`config.mk`:
```
export PLATFORM = sky130hd
export DESIGN_NAME = regfile_wb_writer
export DESIGN_NICKNAME = d
export VERILOG_FILES = /design/src/rtl/regfile_wb_writer.sv
export SDC_FILE = /design/constraint.sdc
export NUM_CORES = 1
export LEC_CHECK = 0
export BUFFER_PORTS_ARGS = -buffer_cell sky130_fd_sc_hd__buf_2
export CAP_MARGIN = 20
export CORE_MARGIN = 5
export CORE_UTILIZATION = 30
export DETAILED_ROUTE_END_ITERATION = 7
export HOLD_SLACK_MARGIN = 0.03
export PLACE_DENSITY_LB_ADDON = 0.08
export SLEW_MARGIN = 25
export SYNTH_ARGS = -nofsm -noshare
export SYNTH_HDL_FRONTEND = slang
export SYNTH_SLANG_ARGS = --single-unit
```
`constraint.sdc`:
```
create_clock -name clk -period 2.4 [get_ports clk]
set_input_delay 0.12 -clock clk [delete_from_list [all_inputs] [get_ports clk]]
set_output_delay 0.12 -clock clk [all_outputs]
set_load 0.05 [all_outputs]
```
`src/rtl/regfile_wb_writer.sv`:
```
// Write-side front end of the 32x32 register file: arbitrates ALU results and buffered load
// returns onto the single write port, and tracks outstanding writes. Optional macro: WB_FORWARD_EN.
module regfile_wb_writer #(
    parameter int DEPTH  = 4,
    parameter int ADDR_W = 5,
    parameter int DATA_W = 32
) (
    input  logic                     clk,
    input  logic                     rst_n,
    input  logic                     alu_valid,
    output logic                     alu_ready,
    input  logic [ADDR_W-1:0]        alu_addr,
    input  logic [DATA_W-1:0]        alu_data,
    input  logic                     mem_valid,
    output logic                     mem_ready,
    input  logic [ADDR_W-1:0]        mem_addr,
    input  logic [DATA_W-1:0]        mem_data,
    input  logic                     reserve_valid,
    input  logic [ADDR_W-1:0]        reserve_addr,
    output logic [(1<<ADDR_W)-1:0]   pending,
    output logic                     rf_write_enable,
    output logic [ADDR_W-1:0]        rf_write_addr,
    output logic [DATA_W-1:0]        rf_data_in,
`ifdef WB_FORWARD_EN
    input  logic [ADDR_W-1:0]        fwd_addr,
    output logic                     fwd_hit,
    output logic [DATA_W-1:0]        fwd_data,
`endif
    output logic [1:0]               occ_state
);

    localparam int PTR_W = $clog2(DEPTH);
    localparam int CNT_W = PTR_W + 1;
    localparam int NREG  = 1 << ADDR_W;
    localparam int ENT_W = ADDR_W + DATA_W;
    localparam logic [CNT_W-1:0] FULL_CNT = CNT_W'(DEPTH);

    localparam logic [1:0] OCC_EMPTY   = 2'd0;
    localparam logic [1:0] OCC_PARTIAL = 2'd1;
    localparam logic [1:0] OCC_FULL    = 2'd2;

    logic [ENT_W-1:0]  fifo_mem [DEPTH];
    logic [PTR_W-1:0]  rd_ptr;
    logic [PTR_W-1:0]  wr_ptr;
    logic [CNT_W-1:0]  count;
    logic [CNT_W-1:0]  count_next;
    logic              full;
    logic              empty;
    logic              alu_fire;
    logic              push;
    logic              pop;
    logic [ENT_W-1:0]  head;
    logic              win_valid;
    logic [ADDR_W-1:0] win_addr;
    logic [DATA_W-1:0] win_data;
    logic              win_write;
    logic [NREG-1:0]   pending_next;

    // Handshakes: a transfer happens on a posedge where valid && ready are both high; ready is
    // combinational and never depends on valid. A producer seeing ready low holds valid and payload.
    assign full      = (count == FULL_CNT);
    assign empty     = (count == '0);
    assign alu_ready = rst_n && !full;
    assign mem_ready = rst_n && !full;
    assign alu_fire  = alu_valid && alu_ready;
    assign push      = mem_valid && mem_ready;
    // A full buffer takes the write slot away from the ALU so loads cannot starve.
    assign pop       = rst_n && !empty && (full || !alu_valid);
    assign head      = fifo_mem[rd_ptr];

    // Occupancy FSM: state register.
    always_ff @(posedge clk) begin
        if (!rst_n) begin
            count <= '0;
        end else begin
            count <= count_next;
        end
    end

    // Occupancy FSM: next state.
    always_comb begin
        count_next = count;
        case ({push, pop})
            2'b10:   count_next = count + 1'b1;
            2'b01:   count_next = count - 1'b1;
            default: count_next = count;
        endcase
    end

    // Occupancy FSM: state decode for observation.
    always_comb begin
        occ_state = OCC_PARTIAL;
        if (empty) begin
            occ_state = OCC_EMPTY;
        end else if (full) begin
            occ_state = OCC_FULL;
        end
    end

    always_ff @(posedge clk) begin
        if (!rst_n) begin
            rd_ptr <= '0;
            wr_ptr <= '0;
        end else begin
            if (push) begin
                wr_ptr <= wr_ptr + 1'b1;
            end
            if (pop) begin
                rd_ptr <= rd_ptr + 1'b1;
            end
        end
    end

    always_ff @(posedge clk) begin
        if (push) begin
            fifo_mem[wr_ptr] <= {mem_addr, mem_data};
        end
    end

    always_comb begin
        win_valid = 1'b0;
        win_addr  = '0;
        win_data  = '0;
        if (alu_fire) begin
            win_valid = 1'b1;
            win_addr  = alu_addr;
            win_data  = alu_data;
        end else if (pop) begin
            win_valid = 1'b1;
            win_addr  = head[ENT_W-1:DATA_W];
            win_data  = head[DATA_W-1:0];
        end
    end

    // x0 results are consumed but never reach the regfile.
    assign win_write = win_valid && (win_addr != '0);

    always_ff @(posedge clk) begin
        if (!rst_n) begin
            rf_write_enable <= 1'b0;
            rf_write_addr   <= '0;
            rf_data_in      <= '0;
        end else begin
            rf_write_enable <= win_write;
            if (win_write) begin
                rf_write_addr <= win_addr;
                rf_data_in    <= win_data;
            end
        end
    end

    // Retire clears on the registered write; a same-cycle reserve of that register wins.
    always_comb begin
        pending_next = pending;
        if (rf_write_enable) begin
            pending_next[rf_write_addr] = 1'b0;
        end
        if (reserve_valid) begin
            pending_next[reserve_addr] = 1'b1;
        end
        pending_next[0] = 1'b0;
    end

    always_ff @(posedge clk) begin
        if (!rst_n) begin
            pending <= '0;
        end else begin
            pending <= pending_next;
        end
    end

`ifdef WB_FORWARD_EN
    assign fwd_hit  = rf_write_enable && (rf_write_addr == fwd_addr) && (fwd_addr != '0);
    assign fwd_data = rf_data_in;
`endif

endmodule

```
# Yosys cells after proc, flatten, opt, wreduce, memory -nomap -nowiden
# Memory sizes are Yosys's and may differ from the RTL's. A register that Yosys moved wholly into a read port is not among the register bits.
# Cells that the tools add are included.
# word_totals
mem_bits_rw,148
reg_bits,77
mem_count,1
output_inout_bits,74
inputBits,84
# memory_table
memory,depth,word_bits,read_ports,rd_clocked_by_memory_dff,write_ports,line,source
fifo_mem,4,37,1,1,1,42,logic [ENT_W-1:0] fifo_mem [DEPTH];
# classes
reduce_logical,15
eq_ne,3
mux,19
n_bitwise,3
magnitude_cmp,4
add_sub_neg,4
# ops
cell,count
32-bit 2-to-1 mux,4
32-bit AND,1
32-bit inverter,1
32-bit OR,1
5-bit by 6-bit less-than comparator with 1-bit output (second input constant),2
1-bit demux with 5-bit select,2
5-bit by 1-bit >= comparator with 1-bit output (second input constant),2
5-bit 2-to-1 mux,2
1-bit logical AND,8
2-bit 2-to-1 mux,4
1-bit 2-to-1 mux,6
3-bit one-hot mux with 2 select lines,1
5-bit nonzero test,1
2-bit by 1-bit adder with 2-bit output (second input constant),2
3-bit by 1-bit adder with 3-bit output (second input constant),1
3-bit == test (second input constant),1
1-bit logical NOT,3
3-bit logical NOT,1
3-bit by 1-bit subtractor with 3-bit output (second input constant),1
2-bit by 1-bit == test with 1-bit output (second input constant),1
2-bit == test (second input constant),1
2-bit nonzero test,1
1-bit logical OR,1

# Longest topological paths before layout
# Gate-level depths: netlist of the first run.
# depth
word_depth,9
ltp_mapped,10
depth_no_buf,9

# Least setup slack after synthesis of the first run
# OpenSTA, ideal clock, no wires.
# synth_path
path_type,register -> register
start,register count[0]
end,register count[2]
setup_ns,0.076
period_less_slack_ns,2.614
t_arrival_ns,2.538
path_stages_with_launch,10
slack_ns,-0.214
cell_sequence,dfxtp_1 or2_1 o211a_1 clkbuf_1 ha_1 inv_1 fa_1 xor2_1 or3_1 a21boi_0
# synth_via
elab_chain_cells,6
word_cells_on_any_way,15
classes_between,add/sub: 2; eq/ne: 3; mux: 1; reduce/logical: 9
# synth_lines
item,line,source
from (decl),45,logic [CNT_W-1:0] count;
from (signal assigned),76,count <= count_next;
3-bit logical NOT,62,assign empty = (count == '0);
1-bit logical NOT,68,assign pop = rst_n && !empty && (full || !alu_valid);
1-bit logical AND,68,
1-bit logical AND *,68,
via pop,51,logic pop;
2-bit by 1-bit == test with 1-bit output / 2-bit == test (equally long branches),83,"case ({push, pop})"
3-bit one-hot mux with 2 select lines / 2-bit nonzero test (equally long branches),--,
# Mark *: on every way through the listed nets, which the timed path passes. The rest lies on a longest branch.
# A chain may end at the register's enable or synchronous reset.

==> results of run 1 <==
-- worst max path at each step --
| stage | endpoint |
|---|---|
| finish | rf_data_in[17] |
| floorplan | rf_data_in[10] |
| detailed placement | rf_data_in[5] |
| global route | rf_data_in[26] |
| global placement | rf_data_in[18] |
| CTS | rf_data_in[23] |
-- routing by layer --
| metal | GRT usage | wire length (um) | vias to the layer above |
|---|---|---|---|
| li1 | - | - | 2727 |
| met1 | 0.181 | 10400 | 2915 |
| met2 | 0.232 | 11100 | 171 |
| met3 | 0.0286 | 1350 | 42 |
| met4 | 0.0390 | 542 | 2 |
| met5 | 0 | 11 | - |
-- critical path, cell delays in order, from the launching register on --
cell and delay, ns:
dfxtp_4 0.40, mux4_2 0.53, or4_1 0.52, a22o_1 0.23
or2_4 0.31, buf_12 0.17, mux2i_2 0.15
-- metrics by stage --
step,hold slack [ns],cell area (um2),setup TNS [ns],power (uW),worst slack (ns)
floorplan,0.219,8810,-0.670,7210,-0.0269
global placement,0.330,10100,-1.86,8100,-0.0667
detailed placement,0.336,10100,-2.37,8160,-0.0975
CTS,0.0361,11900,-1.82,12600,-0.0793
global route,0.0720,11900,-4.07,13100,-0.140
finish,0.0600,11900,-0.819,12500,-0.0553
-- registers in the layout (all words and copies together) (netlist names), named ones only --
signal           flops
count                3
wr_ptr               2
pending             31
fifo_mem           148
rf_data_in          32
rd_ptr               2
rf_write_enable      1
rf_write_addr        5
-- cells in the mapped netlist --
| master | number |
|---|---|
| or4_1 | 2 |
| nor2_1 | 7 |
| or2_1 | 2 |
| and3_1 | 4 |
| buf_6 | 5 |
| a21boi_0 | 1 |
| dfxtp_1 | 78 |
| nor3_1 | 2 |
| or3_1 | 1 |
| buf_1 | 5 |
| clkbuf_1 | 22 |
| inv_1 | 8 |
| inv_2 | 1 |
| and3b_1 | 1 |
| a22o_1 | 3 |
| nor3b_1 | 4 |
| a22oi_1 | 35 |
| buf_4 | 2 |
| mux4_2 | 37 |
| mux2i_1 | 32 |
| conb_1 | 1 |
| or3b_1 | 1 |
| xor2_1 | 2 |
| fa_1 | 1 |
| nand2_1 | 77 |
| o21ai_0 | 34 |
| a21boi_1 | 31 |
| nand3_1 | 4 |
| and2_1 | 11 |
| o211a_1 | 1 |
| nand3b_1 | 5 |
| o21ai_1 | 4 |
| edfxtp_1 | 148 |
| o21a_1 | 2 |
| xnor2_1 | 3 |
| ha_1 | 5 |
-- repair_timing --
action	CTS	global route
hold buffers	79	0
resized for setup	3	10
buffers inserted	2	1
pin swaps	1	4
endpoints found under the setup margin	36	36
endpoints found under the hold margin	210	0
gates cloned	1	1
-- placed cells by master (no fill, tap or decap), types with 5 or more instances in the layout --
master,Yosys,layout
edfxtp_1,148,148
clkbuf_16,0,27
nand2_1,77,77
clkbuf_1,22,7
nand3b_1,5,5
nor2_1,7,7
o21ai_0,34,34
buf_2,0,156
and2_1,11,7
dlygate4sd3_1,0,79
mux4_2,37,37
inv_1,8,8
clkbuf_8,0,5
mux2i_1,32,30
a22oi_1,35,35
dfxtp_1,78,74
buf_4,2,27
a21boi_1,31,32
-- kinds of logic after synthesis --
kind of cell	after synthesis	share of synthesized area
AOI/OAI and AO/OA	111	0.0846
xor gates and xnor gates	5	0.00498
adders and majority gates	6	0.00939
buffers and inverters	43	0.0235
DFF	226	0.683
muxes	69	0.131
other	1	0.000426
and+or+nand+nor	121	0.0634
-- cell type report --
type | count | area (um2)
Clock inverter | 10 | 164
Tap cell | 384 | 480
Fill cell | 2746 | 16900
Inverter | 9 | 33.8
Multi-Input combinational cell | 313 | 2620
Clock buffer | 38 | 746
Antenna cell | 1 | 2.50
Sequential cell | 226 | 6010
Timing Repair Buffer | 266 | 1870
-- power breakdown --
group	total [uW]	switching, uW	internal (uW)	leakage, uW
registers	4780	249	4530	0.00198
logic	3570	2180	1390	0.00202
clock network	4120	1540	2580	0.000444
total	12500	3960	8500	0.00444
==> run metrics, run 1 <==
status=finished with violations; failing checks=setup timing; final antenna-violating net count=0; IO Pins=158; DP HPWL=15000 um; VDD IR max=581 uV; drt first pass iters=7; Clock transition at path regs=0.06 ns; WL final=23400 um; CTS Buf Count=26; std cell rows=62; r2r endpoint=rf_data_in[17]; top cell type by total area after synthesis=edfxtp_1; Critical Path RT=2.80 ns; CTS root buffer=clkbuf_16; layout cells sized above 1=0.332; worst hold path depth=3; reg2reg path depth=6; Syn-to-layout area delta=35.6%; final setup fails=32; Reg2Reg Setup Slack=-0.06 ns; top cell type's share of synthesized area=0.505; pwr/cell area=1040 nW/um2; RSZ-0062 raised after global routing=true; first-iteration detailed-routing DRC count=285; top post-synthesis cells by area=edfxtp_1 (51%), dfxtp_1 (18%), mux4_2 (9.5%), mux2i_1 (3.6%), nand2_1 (3.3%); Clock Sink Count=226; Hold EP=rf_write_addr[2]; Residual DRC=0; Arr. time, crit path=2.86 ns; Layout Cells excl Fill=1247; gpl congestion=0.748; Syn Inst Count=582; total via count in the routed design=5857; Yosys reg bits=226; vias in the first global route=6334; Initial Util=0.305; die footprint=32900 um2; Worst Setup Path Type=flop to flop; Placed Cells=1114; Pleak=0.00444 uW; crit path max fanout=9; crit path time final=2.46 ns; Max Root-Sink Buffers=3; CP endpoint kind=flop; Die Y=181 um; synthesized area per cell=15.1 um2; Overflow after GRT=0; Max Slew Vio Count=0; Unique masters post-synth=36; Worst setup SP type=flop; Nets=932; GRT Overall Usage=0.138; largest net degree at the start of global routing=50; hold_sp=alu_addr[2]; crit share post-route=1.02; clock skew=0.00680 ns; Synthesis Warnings=0; # H-tree levels=1; Hold Vio Cnt, Final=0; Hold Path Class=primary input to flop; port bufs=156; Slew headroom=0.538; post-layout util=0.413; sequential area share after synthesis=0.683; post-layout worst setup margin=-0.0553 ns; Die W=181 um; Clk Latency, worst-skew pair=0.53 ns; max cap viols=0; Worst Tran Pin Value=0.691 ns; TritonCTS clock tree=built; Vias per Instance=4.70; Syn Nets=672; Mapped Area=8800 um2; Core ar.=28900 um2; Routed WL per cell=18.8 um; first-pass GRT wire length=36000 um; maximum clock rate=0.407 GHz; initial antenna violation count=2
No activity file was read; power rests on OpenSTA's default activity.
==> run 2, diff against run 1 <==
--- a/config.mk
+++ b/config.mk
@@ -12,7 +12,9 @@
 export DETAILED_ROUTE_END_ITERATION = 7
 export HOLD_SLACK_MARGIN = 0.03
 export PLACE_DENSITY_LB_ADDON = 0.08
+export SETUP_SLACK_MARGIN = 0.05
 export SLEW_MARGIN = 25
 export SYNTH_ARGS = -nofsm -noshare
 export SYNTH_HDL_FRONTEND = slang
 export SYNTH_SLANG_ARGS = --single-unit
+export TNS_END_PERCENT = 30
==> run 2 against run 1 <==
  * The run still ends with setup timing left
  * Worst setup slack better by 0.037 ns
  * Final cell count down 0.16%
  * Clock power down 9.0%
  * Wire length down 2.3%
  * Sequential power about the same
  * Flip-flop and latch count unchanged
  * Total power down 4.3%
  * Clock skew up 0.0021 ns
  * Critical endpoint is now rf_data_in[20]
==> run metrics, run 2 (same netlist as run 1, synthesis figures left out) <==
Switching Fraction=0.322 (was 0.318); TritonCTS clock tree=built (unchanged); VDD IR max=534 uV (was 581 uV); reg2reg path depth=6 (unchanged); Die Y=181 um (unchanged); Clock transition at path regs=0.06 ns (about the same); first-iteration detailed-routing DRC count=306 (was 285); Worst Tran Pin Value=0.738 ns (was 0.691 ns); largest net degree at the start of global routing=37 (was 50); Clock Sink Count=226 (unchanged); pwr/cell area=1010 nW/um2 (was 1040 nW/um2); Clk Latency, worst-skew pair=0.52 ns (was 0.53 ns); Initial Util=0.305 (unchanged); Biggest register=fifo_mem (unchanged); Reg2Reg Setup Slack=-0.02 ns (was -0.06 ns); Overflow after GRT=0 (unchanged); layout cells sized above 1=0.318 (was 0.332); final setup fails=14 (was 32); Die W=181 um (unchanged); initial antenna violation count=2 (unchanged); first-pass GRT wire length=35600 um (was 36000 um); vias in the first global route=6214 (was 6334); max cap viols=0 (unchanged); Worst Setup Path Type=flop to flop (unchanged); biggest regs=fifo_mem: 148 flops, rf_data_in: 32 flops, pending: 31 flops (unchanged); # H-tree levels=1 (unchanged); port bufs=156 (unchanged); Residual DRC=0 (unchanged); Worst setup SP type=flop (unchanged); die footprint=32900 um2 (unchanged); worst hold path depth=4 (was 3); Hold Vio Cnt, Final=0 (unchanged); Placed Cells=1114 (unchanged); Hold Path Class=primary input to flop (unchanged); combinational power share=0.286 (about the same); Fill cells=2771 (was 2746); Nets=929 (was 932); final antenna-violating net count=0 (unchanged); Hold EP=pending[9] (was rf_write_addr[2]); Pleak=0.00438 uW (was 0.00444 uW); Clock Power Share=0.314 (was 0.331); CTS Buf Count=27 (was 26); CTS root buffer=clkbuf_16 (unchanged); crit path time final=2.42 ns (was 2.46 ns); DP Area=10100 um2 (about the same); DP HPWL=15000 um (about the same); RSZ-0062 raised after global routing=true (unchanged); commonest non-fill, non-tap cell in the layout=buf_2 (unchanged); crit share post-route=1.01 (was 1.02); max reg flops=148 (unchanged); total via count in the routed design=5826 (was 5857); clock skew=0.00887 ns (was 0.00680 ns); status=finished with violations (unchanged); sequential share of power=0.401 (was 0.383); IO Pins=158 (unchanged); failing checks=setup timing (unchanged); drt first pass iters=5 (was 7); Critical Path RT=2.79 ns (was 2.80 ns); Routed WL per cell=18.4 um (was 18.8 um); Max Slew Vio Count=0 (unchanged); switching power=3840 uW (was 3960 uW); Syn-to-layout area delta=34.0% (was 35.6%); internal power=8100 uW (was 8500 uW); r2r endpoint=rf_data_in[20] (was rf_data_in[17]); worst hold margin=0.0771 ns (was 0.0600 ns); Post-Layout Inst Area=11800 um2 (was 11900 um2); maximum clock rate=0.413 GHz (was 0.407 GHz); Max Root-Sink Buffers=3 (unchanged); gpl congestion=0.742 (was 0.748); GRT Overall Usage=0.136 (was 0.138); crit path max fanout=17 (was 9); Core ar.=28900 um2 (unchanged); CP endpoint kind=flop (unchanged); WL final=22800 um (was 23400 um); hold_sp=reserve_addr[1] (was alu_addr[2]); Arr. time, crit path=2.81 ns (was 2.86 ns); post-layout worst setup margin=-0.0186 ns (was -0.0553 ns); Layout Cells excl Fill=1245 (was 1247); Vias per Instance=4.68 (was 4.70); std cell rows=62 (unchanged); most frequent cells in the layout=buf_2 (156), edfxtp_1 (148), dlygate4sd3_1 (78) (was buf_2 (156), edfxtp_1 (148), dlygate4sd3_1 (79)); Slew headroom=0.506 (was 0.538)
run 2: final cells by class:
cell class | instances | area (um2) | area share
antenna | 2 | 5.00 | 0.000425
clock buffer | 43 | 796 | 0.0675
clock inverter | 6 | 30.0 | 0.00255
inverter | 9 | 33.8 | 0.00287
multi-input combinational | 313 | 2600 | 0.221
sequential | 226 | 6010 | 0.510
tap | 384 | 480 | 0.0408
timing repair buffer | 262 | 1830 | 0.155
run 2: critical path, stage by stage, from the launching register on:
cell     delay (ns)
dfxtp_4        0.40
mux4_2         0.54
or4_1          0.51
a22o_1         0.23
or2_4          0.29
buf_12         0.18
mux2i_1        0.13
run 2: layer usage:
layer / track usage / wire, um / up-vias
met2: 0.229 / 10800 / 188
met5: 0 / 0 / -
met1: 0.178 / 10000 / 2851
met4: 0.0453 / 784 / 0
li1: - / - / 2730
met3: 0.0255 / 1240 / 57
run 2: power groups by stage:
stage	sequential, uW	clock, uW	combinational, uW
after CTS	4780	3870	3470
after global routing	4830	4040	3670
final	4780	3750	3410
after detailed placement	4860	0	3280
after floorplan	5540	0	1660
after global placement	4840	0	3240
run 2: what timing repair did:
| action | CTS | global route |
|---|---|---|
| gates resized for setup | 3 | 1 |
| gates cloned | 1 | 0 |
| setup endpoints to repair | 36 | 37 |
| hold endpoints to repair | 199 | 0 |
| pin swaps | 2 | 1 |
| hold buffers | 78 | 0 |
| setup buffers | 0 | 1 |
run 2: worst max path at each step:
stage	startpoint	endpoint	slack, ns	cells after the start
4_1_cts	flop	rf_data_in[20]	-0.06	6
2_1_floorplan	flop	rf_data_in[10]	-0.03	8
3_3_place_gp	flop	rf_data_in[7]	-0.04	6
6_report	flop	rf_data_in[20]	-0.02	6
5_1_grt	flop	rf_data_in[21]	-0.12	6
3_5_place_dp	flop	rf_data_in[12]	-0.07	6
run 2: through the flow:
step / setup slack, ns / total power, uW / TNS [ns] / util
3_5_place_dp: -0.0663 / 8140 / -1.66 / 0.351
2_1_floorplan: -0.0265 / 7210 / -0.660 / -
5_1_grt: -0.117 / 12500 / -2.70 / 0.409
3_3_place_gp: -0.0441 / 8090 / -1.09 / 0.351
4_1_cts: -0.0614 / 12100 / -1.15 / 0.408
6_report: -0.0186 / 11900 / -0.127 / 0.409
